$ cat src/rtl/pipe_barrel_shifter_if.sv
// Handshake bundle for pipe_barrel_shifter: operand side and result side.
interface pipe_barrel_shifter_if #(
  parameter int unsigned WIDTH = 24,
  parameter int unsigned SHW   = 5,
  parameter int unsigned TAGW  = 4
);
  logic             in_valid;
  logic             in_ready;
  logic [WIDTH-1:0] in_data;
  logic [SHW-1:0]   in_amt;
  logic [1:0]       in_mode;
  logic [TAGW-1:0]  in_tag;
  logic             out_valid;
  logic             out_ready;
  logic [WIDTH-1:0] out_data;
  logic             out_sticky;
  logic [TAGW-1:0]  out_tag;

  // Producer and consumer of shift requests (e.g. an FP unit or a bench)
  modport master (
    output in_valid, in_data, in_amt, in_mode, in_tag, out_ready,
    input  in_ready, out_valid, out_data, out_sticky, out_tag
  );

  // The shifter itself
  modport slave (
    input  in_valid, in_data, in_amt, in_mode, in_tag, out_ready,
    output in_ready, out_valid, out_data, out_sticky, out_tag
  );
endinterface

$ cat src/rtl/pipe_barrel_shifter.sv
// Pipelined barrel shifter: one power-of-two shift per stage, MSB amount bit first.
// Produces a sticky bit (OR of all discarded bits) and carries an opaque tag.
// Stall is global: every stage holds while the output is blocked.
module pipe_barrel_shifter #(
  parameter int unsigned WIDTH = 24,
  parameter int unsigned SHW   = 5,
  parameter int unsigned TAGW  = 4
) (
  input logic                  clk,
  input logic                  rst_n,
  pipe_barrel_shifter_if.slave bus
);
  localparam logic [1:0] ModeLsr  = 2'b00;
  localparam logic [1:0] ModeAsr  = 2'b01;
  localparam logic [1:0] ModeLsl  = 2'b10;
  localparam logic [1:0] ModePass = 2'b11;
  localparam logic [WIDTH-1:0] Ones = '1;

  logic [WIDTH-1:0] data_q   [SHW];
  logic [WIDTH-1:0] data_d   [SHW];
  logic             sticky_q [SHW];
  logic             sticky_d [SHW];
  logic [1:0]       mode_q   [SHW];
  logic [1:0]       mode_d   [SHW];
  logic [SHW-1:0]   amt_q    [SHW];
  logic [SHW-1:0]   amt_d    [SHW];
  logic [TAGW-1:0]  tag_q    [SHW];
  logic [TAGW-1:0]  tag_d    [SHW];
  logic             valid_q  [SHW];
  logic             valid_d  [SHW];

  logic             advance;
  logic             saturate;
  logic [WIDTH-1:0] sat_data;
  logic             sat_sticky;
  logic [SHW-1:0]   sat_amt;

  logic [WIDTH-1:0] cur_data;
  logic             cur_sticky;
  logic [1:0]       cur_mode;
  logic [SHW-1:0]   cur_amt;
  logic [TAGW-1:0]  cur_tag;
  logic             cur_valid;
  logic [SHW-1:0]   stage_bit;
  int unsigned      sh;

  assign advance = !valid_q[SHW-1] || bus.out_ready;

  // Oversize shifts are resolved up front so the later stages see a zero amount
  always_comb begin
    saturate   = (bus.in_mode != ModePass) && (32'(bus.in_amt) >= WIDTH);
    sat_data   = bus.in_data;
    sat_sticky = 1'b0;
    sat_amt    = bus.in_amt;
    if (saturate) begin
      sat_amt = '0;
      if (bus.in_mode == ModeAsr) begin
        sat_data   = {WIDTH{bus.in_data[WIDTH-1]}};
        // The sign bit is reproduced by the fill, so only the rest is lost
        sat_sticky = |bus.in_data[WIDTH-2:0];
      end else begin
        sat_data   = '0;
        sat_sticky = |bus.in_data;
      end
    end
  end

  // Next-state for every stage: stage k consumes amount bit SHW-1-k
  always_comb begin
    cur_data   = sat_data;
    cur_sticky = sat_sticky;
    cur_mode   = bus.in_mode;
    cur_amt    = sat_amt;
    cur_tag    = bus.in_tag;
    cur_valid  = bus.in_valid;
    stage_bit  = '0;
    sh         = 0;
    for (int k = 0; k < SHW; k++) begin
      stage_bit = SHW'(1) << (SHW - 1 - k);
      sh        = 1 << (SHW - 1 - k);
      if (cur_mode != ModePass && (cur_amt & stage_bit) != '0) begin
        case (cur_mode)
          ModeLsl: begin
            cur_sticky = cur_sticky | (|(cur_data & ~(Ones >> sh)));
            cur_data   = cur_data << sh;
          end
          ModeAsr: begin
            cur_sticky = cur_sticky | (|(cur_data & ~(Ones << sh)));
            cur_data   = $unsigned($signed(cur_data) >>> sh);
          end
          default: begin
            cur_sticky = cur_sticky | (|(cur_data & ~(Ones << sh)));
            cur_data   = cur_data >> sh;
          end
        endcase
        cur_amt = cur_amt & ~stage_bit;
      end
      data_d[k]   = cur_data;
      sticky_d[k] = cur_sticky;
      mode_d[k]   = cur_mode;
      amt_d[k]    = cur_amt;
      tag_d[k]    = cur_tag;
      valid_d[k]  = cur_valid;
      if (k < SHW - 1) begin
        cur_data   = data_q[k];
        cur_sticky = sticky_q[k];
        cur_mode   = mode_q[k];
        cur_amt    = amt_q[k];
        cur_tag    = tag_q[k];
        cur_valid  = valid_q[k];
      end
    end
  end

  // Stage registers: all advance together or all hold
  always_ff @(posedge clk or negedge rst_n) begin
    if (!rst_n) begin
      for (int k = 0; k < SHW; k++) begin
        data_q[k]   <= '0;
        sticky_q[k] <= 1'b0;
        mode_q[k]   <= ModeLsr;
        amt_q[k]    <= '0;
        tag_q[k]    <= '0;
        valid_q[k]  <= 1'b0;
      end
    end else if (advance) begin
      for (int k = 0; k < SHW; k++) begin
        data_q[k]   <= data_d[k];
        sticky_q[k] <= sticky_d[k];
        mode_q[k]   <= mode_d[k];
        amt_q[k]    <= amt_d[k];
        tag_q[k]    <= tag_d[k];
        valid_q[k]  <= valid_d[k];
      end
    end
  end

  assign bus.in_ready   = advance;
  assign bus.out_valid  = valid_q[SHW-1];
  assign bus.out_data   = data_q[SHW-1];
  assign bus.out_sticky = sticky_q[SHW-1];
  assign bus.out_tag    = tag_q[SHW-1];
endmodule

$ cat src/flat_wrapper.sv
// flat-port wrapper written by rule: the top's interface ports become plain ports
module pipe_barrel_shifter_flat 
#(
  parameter int unsigned WIDTH = 24,
  parameter int unsigned SHW   = 5,
  parameter int unsigned TAGW  = 4
)
  (clk, rst_n, bus_in_valid, bus_in_data, bus_in_amt, bus_in_mode, bus_in_tag, bus_out_ready, bus_in_ready, bus_out_valid, bus_out_data, bus_out_sticky, bus_out_tag);
  pipe_barrel_shifter_if #(.WIDTH(WIDTH), .SHW(SHW), .TAGW(TAGW)) bus_i ();
  input logic clk;
  input logic rst_n;
  input wire logic [$bits(bus_i.in_valid)-1:0] bus_in_valid;
  input wire logic [$bits(bus_i.in_data)-1:0] bus_in_data;
  input wire logic [$bits(bus_i.in_amt)-1:0] bus_in_amt;
  input wire logic [$bits(bus_i.in_mode)-1:0] bus_in_mode;
  input wire logic [$bits(bus_i.in_tag)-1:0] bus_in_tag;
  input wire logic [$bits(bus_i.out_ready)-1:0] bus_out_ready;
  output wire logic [$bits(bus_i.in_ready)-1:0] bus_in_ready;
  output wire logic [$bits(bus_i.out_valid)-1:0] bus_out_valid;
  output wire logic [$bits(bus_i.out_data)-1:0] bus_out_data;
  output wire logic [$bits(bus_i.out_sticky)-1:0] bus_out_sticky;
  output wire logic [$bits(bus_i.out_tag)-1:0] bus_out_tag;
  assign bus_i.in_valid = bus_in_valid;
  assign bus_i.in_data = bus_in_data;
  assign bus_i.in_amt = bus_in_amt;
  assign bus_i.in_mode = bus_in_mode;
  assign bus_i.in_tag = bus_in_tag;
  assign bus_i.out_ready = bus_out_ready;
  assign bus_in_ready = bus_i.in_ready;
  assign bus_out_valid = bus_i.out_valid;
  assign bus_out_data = bus_i.out_data;
  assign bus_out_sticky = bus_i.out_sticky;
  assign bus_out_tag = bus_i.out_tag;
  pipe_barrel_shifter #(.WIDTH(WIDTH), .SHW(SHW), .TAGW(TAGW)) u_core (.clk(clk), .rst_n(rst_n), .bus(bus_i));
endmodule
$ cat config.mk
export PLATFORM = sky130hd
export DESIGN_NAME = pipe_barrel_shifter_flat
export DESIGN_NICKNAME = d
export VERILOG_FILES = /design/src/rtl/pipe_barrel_shifter_if.sv /design/src/rtl/pipe_barrel_shifter.sv /design/src/flat_wrapper.sv
export SDC_FILE = /design/constraint.sdc
export NUM_CORES = 1
export LEC_CHECK = 0
export BUFFER_PORTS_ARGS = -buffer_cell sky130_fd_sc_hd__buf_2
export CAP_MARGIN = 20
export CORE_AREA = 2 2 157 144
export CTS_CLUSTER_SIZE = 14
export DETAILED_ROUTE_END_ITERATION = 8
export DIE_AREA = 0 0 159 146
export PLACE_DENSITY_LB_ADDON = 0.1
export SLEW_MARGIN = 10
export SYNTH_ARGS = -nofsm -noshare
export SYNTH_HDL_FRONTEND = slang
export SYNTH_SLANG_ARGS = --single-unit
$ cat constraint.sdc
create_clock -name clk -period 6 [get_ports clk]
set_input_delay 0.3 -clock clk [delete_from_list [all_inputs] [get_ports clk]]
set_output_delay 0.3 -clock clk [all_outputs]
set_load 0.01 [all_outputs]
==> results of run 1 <==
placed cells by master (no fill, tap or decap), types with 9 or more instances in the layout:
| cell | count |
|---|---|
| sky130_fd_sc_hd__nand3_1 | 10 |
| sky130_fd_sc_hd__buf_2 | 68 |
| sky130_fd_sc_hd__a21oi_1 | 29 |
| sky130_fd_sc_hd__ha_1 | 15 |
| sky130_fd_sc_hd__nor2_1 | 71 |
| sky130_fd_sc_hd__a221o_1 | 56 |
| sky130_fd_sc_hd__nand2_1 | 231 |
| sky130_fd_sc_hd__dfrtp_1 | 168 |
| sky130_fd_sc_hd__clkbuf_16 | 17 |
| sky130_fd_sc_hd__o21ai_0 | 142 |
| sky130_fd_sc_hd__o21ai_1 | 11 |
| sky130_fd_sc_hd__nor2b_1 | 16 |
| sky130_fd_sc_hd__a22oi_1 | 9 |
| sky130_fd_sc_hd__buf_4 | 9 |
| sky130_fd_sc_hd__a221oi_1 | 33 |
| sky130_fd_sc_hd__inv_1 | 17 |
worst max path at each step:
stage / end
final: bus_in_ready
after global routing: bus_in_ready
after CTS: bus_in_ready
after detailed placement: u_core.bus.out_data[2]
after global placement: u_core.bus.out_data[2]
after floorplan: u_core.data_q[65]
stage by stage:
| stage | hold slack (ns) | util [%] | setup WS, ns | cells |
|---|---|---|---|---|
| 4_1_cts | 0.0460 | 43.9 | 3.21 | 1274 |
| 3_5_place_dp | 0.450 | 41.1 | 3.66 | 1242 |
| 5_1_grt | 0.0409 | 44.1 | 3.06 | 1276 |
| 6_report | 0.0578 | 44.1 | 3.22 | 1276 |
| 2_1_floorplan | 0.00441 | - | 4.11 | 974 |
| 3_3_place_gp | 0.444 | 41.1 | 3.68 | 1241 |
logic make-up (layout without fill, tap and decap cells):
group / after synthesis / in the layout / synth area share (%)
compound gates: 307 / 307 / 24.0
buf+inv: 120 / 131 / 6.83
simple gates: 363 / 363 / 17.6
fa+ha+maj: 15 / 15 / 2.20
mux: 1 / 1 / 0.132
flops: 168 / 168 / 49.3
cell type report:
type | count | area, um2
Fill cell | 2212 | 12000
Sequential cell | 168 | 4200
Multi-Input combinational cell | 686 | 3750
Timing Repair Buffer | 81 | 468
Clock buffer | 18 | 429
Tap cell | 291 | 364
Clock inverter | 14 | 160
Inverter | 18 | 67.6
sequential cells by signal, indices dropped and copies added (netlist names), 2 cells and up:
signal / cells
u_core.cur_mode: 2
u_core.bus.out_data: 24
u_core.mode_d: 6
u_core.sticky_q: 4
u_core.amt_q: 10
u_core.valid_d: 3
u_core.data_q: 96
u_core.bus.out_tag: 4
u_core.cur_tag: 4
u_core.tag_d: 12
per-layer routing:
| layer | global-route usage [%] | share of wire, % | vias up |
|---|---|---|---|
| li1 | - | - | 3419 |
| met2 | 29.2 | 46 | 147 |
| met3 | 3.42 | 3.4 | 21 |
| met4 | 4.59 | 1.3 | 0 |
| met1 | 26.0 | 49 | 3198 |
| met5 | 0 | 0 | - |
timing repair:
item | in CTS | in global routing
setup endpoints to repair | 0 | 0
hold endpoints to repair | 0 | 27
buffers inserted | 0 | 0
hold buffers | 0 | 1
power by group through the flow:
stage | registers (mW) | logic [mW] | clock network (mW)
floorplan | 2.00 | 1.56 | 0
global placement | 2.18 | 1.86 | 0
detailed placement | 2.19 | 1.89 | 0
CTS | 2.17 | 1.90 | 1.11
global route | 2.25 | 2.18 | 1.15
finish | 2.17 | 1.87 | 1.08
tightest hold or removal path: cells and delay by family:
kind | cells | cell delay, ns
buffers and inverters | 1 | 0.08
and+or+nand+nor | 2 | 0.09
==> impl_metrics.yaml, run 1 <==
floorplan:
  initial_core_util_pct: 39.8
  design.die.area_um2: 23200
  chipHeight_um: 146
  ioPinCount: 70
  die-width_um: 159
  core.rowCount: 51
  core_area_um2: 21400
layout:
  n_antenna_cell: 0
  area_growth_syn_to_layout_pct: 10.7
  final_nets: 1026
  stdcell_area_um2: 9450
  post_route_cells_drive_above_1_share_pct: 12.5
place:
  routabilityCongestion: 0.810
  detailed_place.area_um2: 8820
  place_hpwl_um: 14100
  io_buffers: 69
setup_path:
  crit_path_max_fanout: 47
  worst-setup-path-type: "reg2out"
  cpMaxStageDelayCell: "sky130_fd_sc_hd__inv_2"
  arrival_ns: 2.48
  critPathMaxStageDelay_ns: 0.61
  crit_buf_inv: 3
  timing.rr.end: "u_core.bus.out_data[2]"
  worst_r2r_startpoint: "u_core.bus.out_valid"
  timing.critical_path.depth: 4
  crit_required_ns: 5.70
  cp_cell_sequence: "nor2b_4, inv_2, buf_4, buf_2"
  worst_setup_path_start_kind: "register"
  ff2ff_path_depth: 6
  cp_launch_point: "u_core.bus.out_valid"
  reg2reg_setup_slack_ns: 3.63
  critPathTopFamily: "buffers and inverters"
  worstSetupEndpointType: "output port"
route:
  remaining_drc_errors: 0
  final_antenna_net_count: 0
  drt_first_pass_iters: 6
  dr_total_vias: 6785
  drtIter0Drc: 554
  via_count_normalized_by_instance_count: 5.32
  wl_um: 20900
  avgRoutedWirePerCell_um: 16.4
run_status:
  status: "finished clean"
hold_path:
  hold_start: "bus_in_tag[1]"
  worst_hold_path_type: "in2reg"
  hold_path_depth: 3
  min_delay_worst_endpoint: "u_core.tag_d[13]"
sta:
  drv_slew: 0
  worst_slew_pin_slew_ns: 0.990
  slew_headroom_pct: 34.0
  finalCritPeriodShare_pct: 46.3
  hold_violations: 0
  fmaxAchievable_mhz: 360
  final.min_clock_period_ns: 2.78
  finalClockSkew_ns: 0.0117
  timing.setup.tns_ns: 0
  finalSetupViolCount: 0
  unrepaired_setup_endpoints_after_global_routing: "false"
global_route:
  globalRouteTotalUtil_pct: 18.4
  global_route_overflow: 0
  first_global_vias: 6524
  pin_count_of_the_biggest_net_entering_global_routing: 111
  antenna_found_initial: 0
  grt_pass1_wl_um: 35100
power:
  power_frac_clock_pct: 21.0
  pwr_density_cell_nw_per_um2: 542
  power.share.sequential_pct: 42.4
  total_power_mw: 5.12
  netSwitchingFraction_pct: 42.1
  power_switching_mw: 2.16
  irDropWorstVdd_v: 0.000186
  combinational_group_share_of_total_power_pct: 36.6
  static-leakage-power_nw: 4.14
  intPower_mw: 2.97
clocking:
  cts-buffers-inserted: 17
  insertion_delay_ns: 0.43
  htree_levels: 4
  ctsLongestPathBuffers: 2
  clock_sink_count: 168
  number_of_cells_upsized_or_downsized_after_cts: 0
  cts_tree: "done"
  clk_transition_reported_paths_ns: 0.07
  cts_root_buf: "sky130_fd_sc_hd__clkbuf_16"
synthesis:
  avgSynthCellArea_um2: 8.76
  synth.cell_area_um2: 8530
  synth_most_common_cell: "sky130_fd_sc_hd__nand2_1"
  synthesis.yosys.warnings: 0
  synthFlopType: "sky130_fd_sc_hd__dfrtp_1"
  ys_ff_latch: 168
  netlist_top_cells_area: "sky130_fd_sc_hd__dfrtp_1 49%, sky130_fd_sc_hd__nand2_1 10%, sky130_fd_sc_hd__o21ai_0 8.3%, sky130_fd_sc_hd__a221o_1 6.6%, sky130_fd_sc_hd__a221oi_1 3.4%"
  synth_sequential_area_ratio_pct: 49.3
  post-synth-top-area-fraction_pct: 49.3
  netlist-cell-type-count: 38
  synth_edf_count: 0
  synth.cells.most_frequent: "231 x sky130_fd_sc_hd__nand2_1, 168 x sky130_fd_sc_hd__dfrtp_1, 142 x sky130_fd_sc_hd__o21ai_0, 71 x sky130_fd_sc_hd__nor2_1, 56 x sky130_fd_sc_hd__a221o_1"
  netlist.top_cell.by_area: "sky130_fd_sc_hd__dfrtp_1"
  syn-num-nets: 1028
  synthArstFlopShare_pct: 100
  synthesis.instances: 974
run:
  max-cap-violations: 0
Note: power is estimated with default switching activity, not from simulation.
==> inputs of run 2 (changes only) <==
- clock period: 6 -> 2.6 ns (I/O delays scaled with it)
==> impl_metrics.yaml, run 2 (same netlist as run 1, synthesis figures left out) <==
floorplan:
  chipHeight_um: 146
  design.die.area_um2: 23200
  core_area_um2: 21400
  initial_core_util_pct: 39.8
  die-width_um: 159
  ioPinCount: 70
  core.rowCount: 51
sta:
  final.min_clock_period_ns: 2.21
  hold_violations: 0
  timing.setup.tns_ns: 0
  worst_slack_ns: 0.385
  worst_slew_pin_slew_ns: 0.952
  drv_slew: 0
  slew_headroom_pct: 36.5
  finalSetupViolCount: 0
  finalCritPeriodShare_pct: 85.2
  fmaxAchievable_mhz: 452
  timing.hold.ws_ns: 0.0191
  unrepaired_setup_endpoints_after_global_routing: "false"
  finalClockSkew_ns: 0.00975
power:
  static-leakage-power_nw: 4.25
  total_power_mw: 11.9
  irDropWorstVdd_v: 0.000412
  pwr_density_cell_nw_per_um2: 1230
layout:
  mostFrequentLayoutCell: "sky130_fd_sc_hd__nand2_1"
  final_nets: 1052
  fillers: 2186
  most-common-layout-cells: "231 x sky130_fd_sc_hd__nand2_1, 168 x sky130_fd_sc_hd__dfrtp_1, 142 x sky130_fd_sc_hd__o21ai_0, 71 x sky130_fd_sc_hd__nor2_1, 68 x sky130_fd_sc_hd__buf_2"
  n_antenna_cell: 0
  top_register: "u_core.data_q"
  count_of_non_filler_cells_in_the_finished_layout: 1302
  area_growth_syn_to_layout_pct: 13.1
  post_route_cells_drive_above_1_share_pct: 13.4
  largest_reg_flops: 96
place:
  place.detailed.instances: 1255
  place_hpwl_um: 14700
  routabilityCongestion: 0.831
  io_buffers: 69
  preCtsSetupSlack_ns: 0.410
setup_path:
  ff2ff_path_depth: 5
  cp_launch_point: "u_core.mode_d[6]"
  crit_path_max_fanout: 25
  worstSetupEndpointType: "register"
  worst_r2r_startpoint: "u_core.mode_d[6]"
  reg2reg_setup_slack_ns: 0.39
  timing.rr.end: "u_core.data_q[93]"
  arrival_ns: 2.51
  worst-setup-path-type: "reg2reg"
  crit_required_ns: 2.90
  worst_setup_path_start_kind: "register"
clocking:
  htree_levels: 4
  cts_root_buf: "sky130_fd_sc_hd__clkbuf_16"
  cts_tree: "done"
  clk_transition_reported_paths_ns: 0.07
  number_of_cells_upsized_or_downsized_after_cts: 0
  post_cts_setup_buffer_count: 0
  clock_sink_count: 168
  insertion_delay_ns: 0.43
  cts-buffers-inserted: 17
  ctsLongestPathBuffers: 2
global_route:
  globalRouteTotalUtil_pct: 18.9
  grt_pass1_wl_um: 35800
  global_route_overflow: 0
  antenna_found_initial: 0
  first_global_vias: 6824
  pin_count_of_the_biggest_net_entering_global_routing: 117
route:
  wl_um: 21300
  remaining_drc_errors: 0
  avgRoutedWirePerCell_um: 16.3
  final_antenna_net_count: 0
  drtIter0Drc: 443
  drt_first_pass_iters: 5
  via_count_normalized_by_instance_count: 5.35
  dr_total_vias: 6961
run_status:
  status: "finished clean"
hold_path:
  worst_hold_path_type: "in2reg"
  min_delay_worst_endpoint: "u_core.mode_d[6]"
  hold_start: "bus_in_mode[0]"
  hold_path_depth: 3
run:
  max-cap-violations: 0
==> run 2: through the flow <==
step | area [um2] | util [%]
final | 9650 | 45.0
after global routing | 9650 | 45.0
after CTS | 9650 | 45.0
after detailed placement | 8940 | 41.7
after global placement | 8930 | 41.6
after floorplan | 8530 | -
==> run 2: layout make-up <==
cell class | instances | area, um2 | share of cell area [%]
Clock buffer | 18 | 429 | 4.45
Sequential cell | 168 | 4200 | 43.6
Clock inverter | 14 | 130 | 1.35
Inverter | 18 | 67.6 | 0.700
Tap cell | 291 | 364 | 3.77
Multi-Input combinational cell | 686 | 3750 | 38.9
Timing Repair Buffer | 107 | 703 | 7.29
==> run 2: what timing repair did <==
item	CTS	global route
setup endpoints to repair	0	0
hold buffers	15	0
hold endpoints to repair	72	0
==> run 2: worst max-delay path by stage <==
stage                         to  slack (ns)  cells after the start
6_report       u_core.data_q[93]        0.39                      5
5_1_grt        u_core.data_q[92]        0.15                      5
4_1_cts        u_core.data_q[48]        0.40                      6
3_5_place_dp   u_core.data_q[48]        0.41                      6
3_3_place_gp   u_core.data_q[24]        0.33                      6
2_1_floorplan  u_core.data_q[65]        0.71                      8
==> run 2: layer usage <==
layer / global-route usage (%) / wire (um) / vias up
met5: 0 / 0 / -
met4: 4.68 / 174 / 0
met3: 3.08 / 659 / 18
met2: 31.0 / 10100 / 135
met1: 26.3 / 10400 / 3336
li1: - / - / 3472
==> run 2: power by group <==
part | switching (mW) | leakage [nW] | internal [mW]
sequential | 1.19 | 2.04 | 3.82
combinational | 2.65 | 1.94 | 1.82
clock | 1.15 | 0.271 | 1.27
==> run 2: worst max-delay path: stages, from the launching register on <==
cell                       delay [ns]
sky130_fd_sc_hd__dfrtp_1         0.40
sky130_fd_sc_hd__ha_1            0.18
sky130_fd_sc_hd__nand2b_1        0.71
sky130_fd_sc_hd__nor2_1          0.32
sky130_fd_sc_hd__a221oi_1        0.40
sky130_fd_sc_hd__nor2_1          0.07
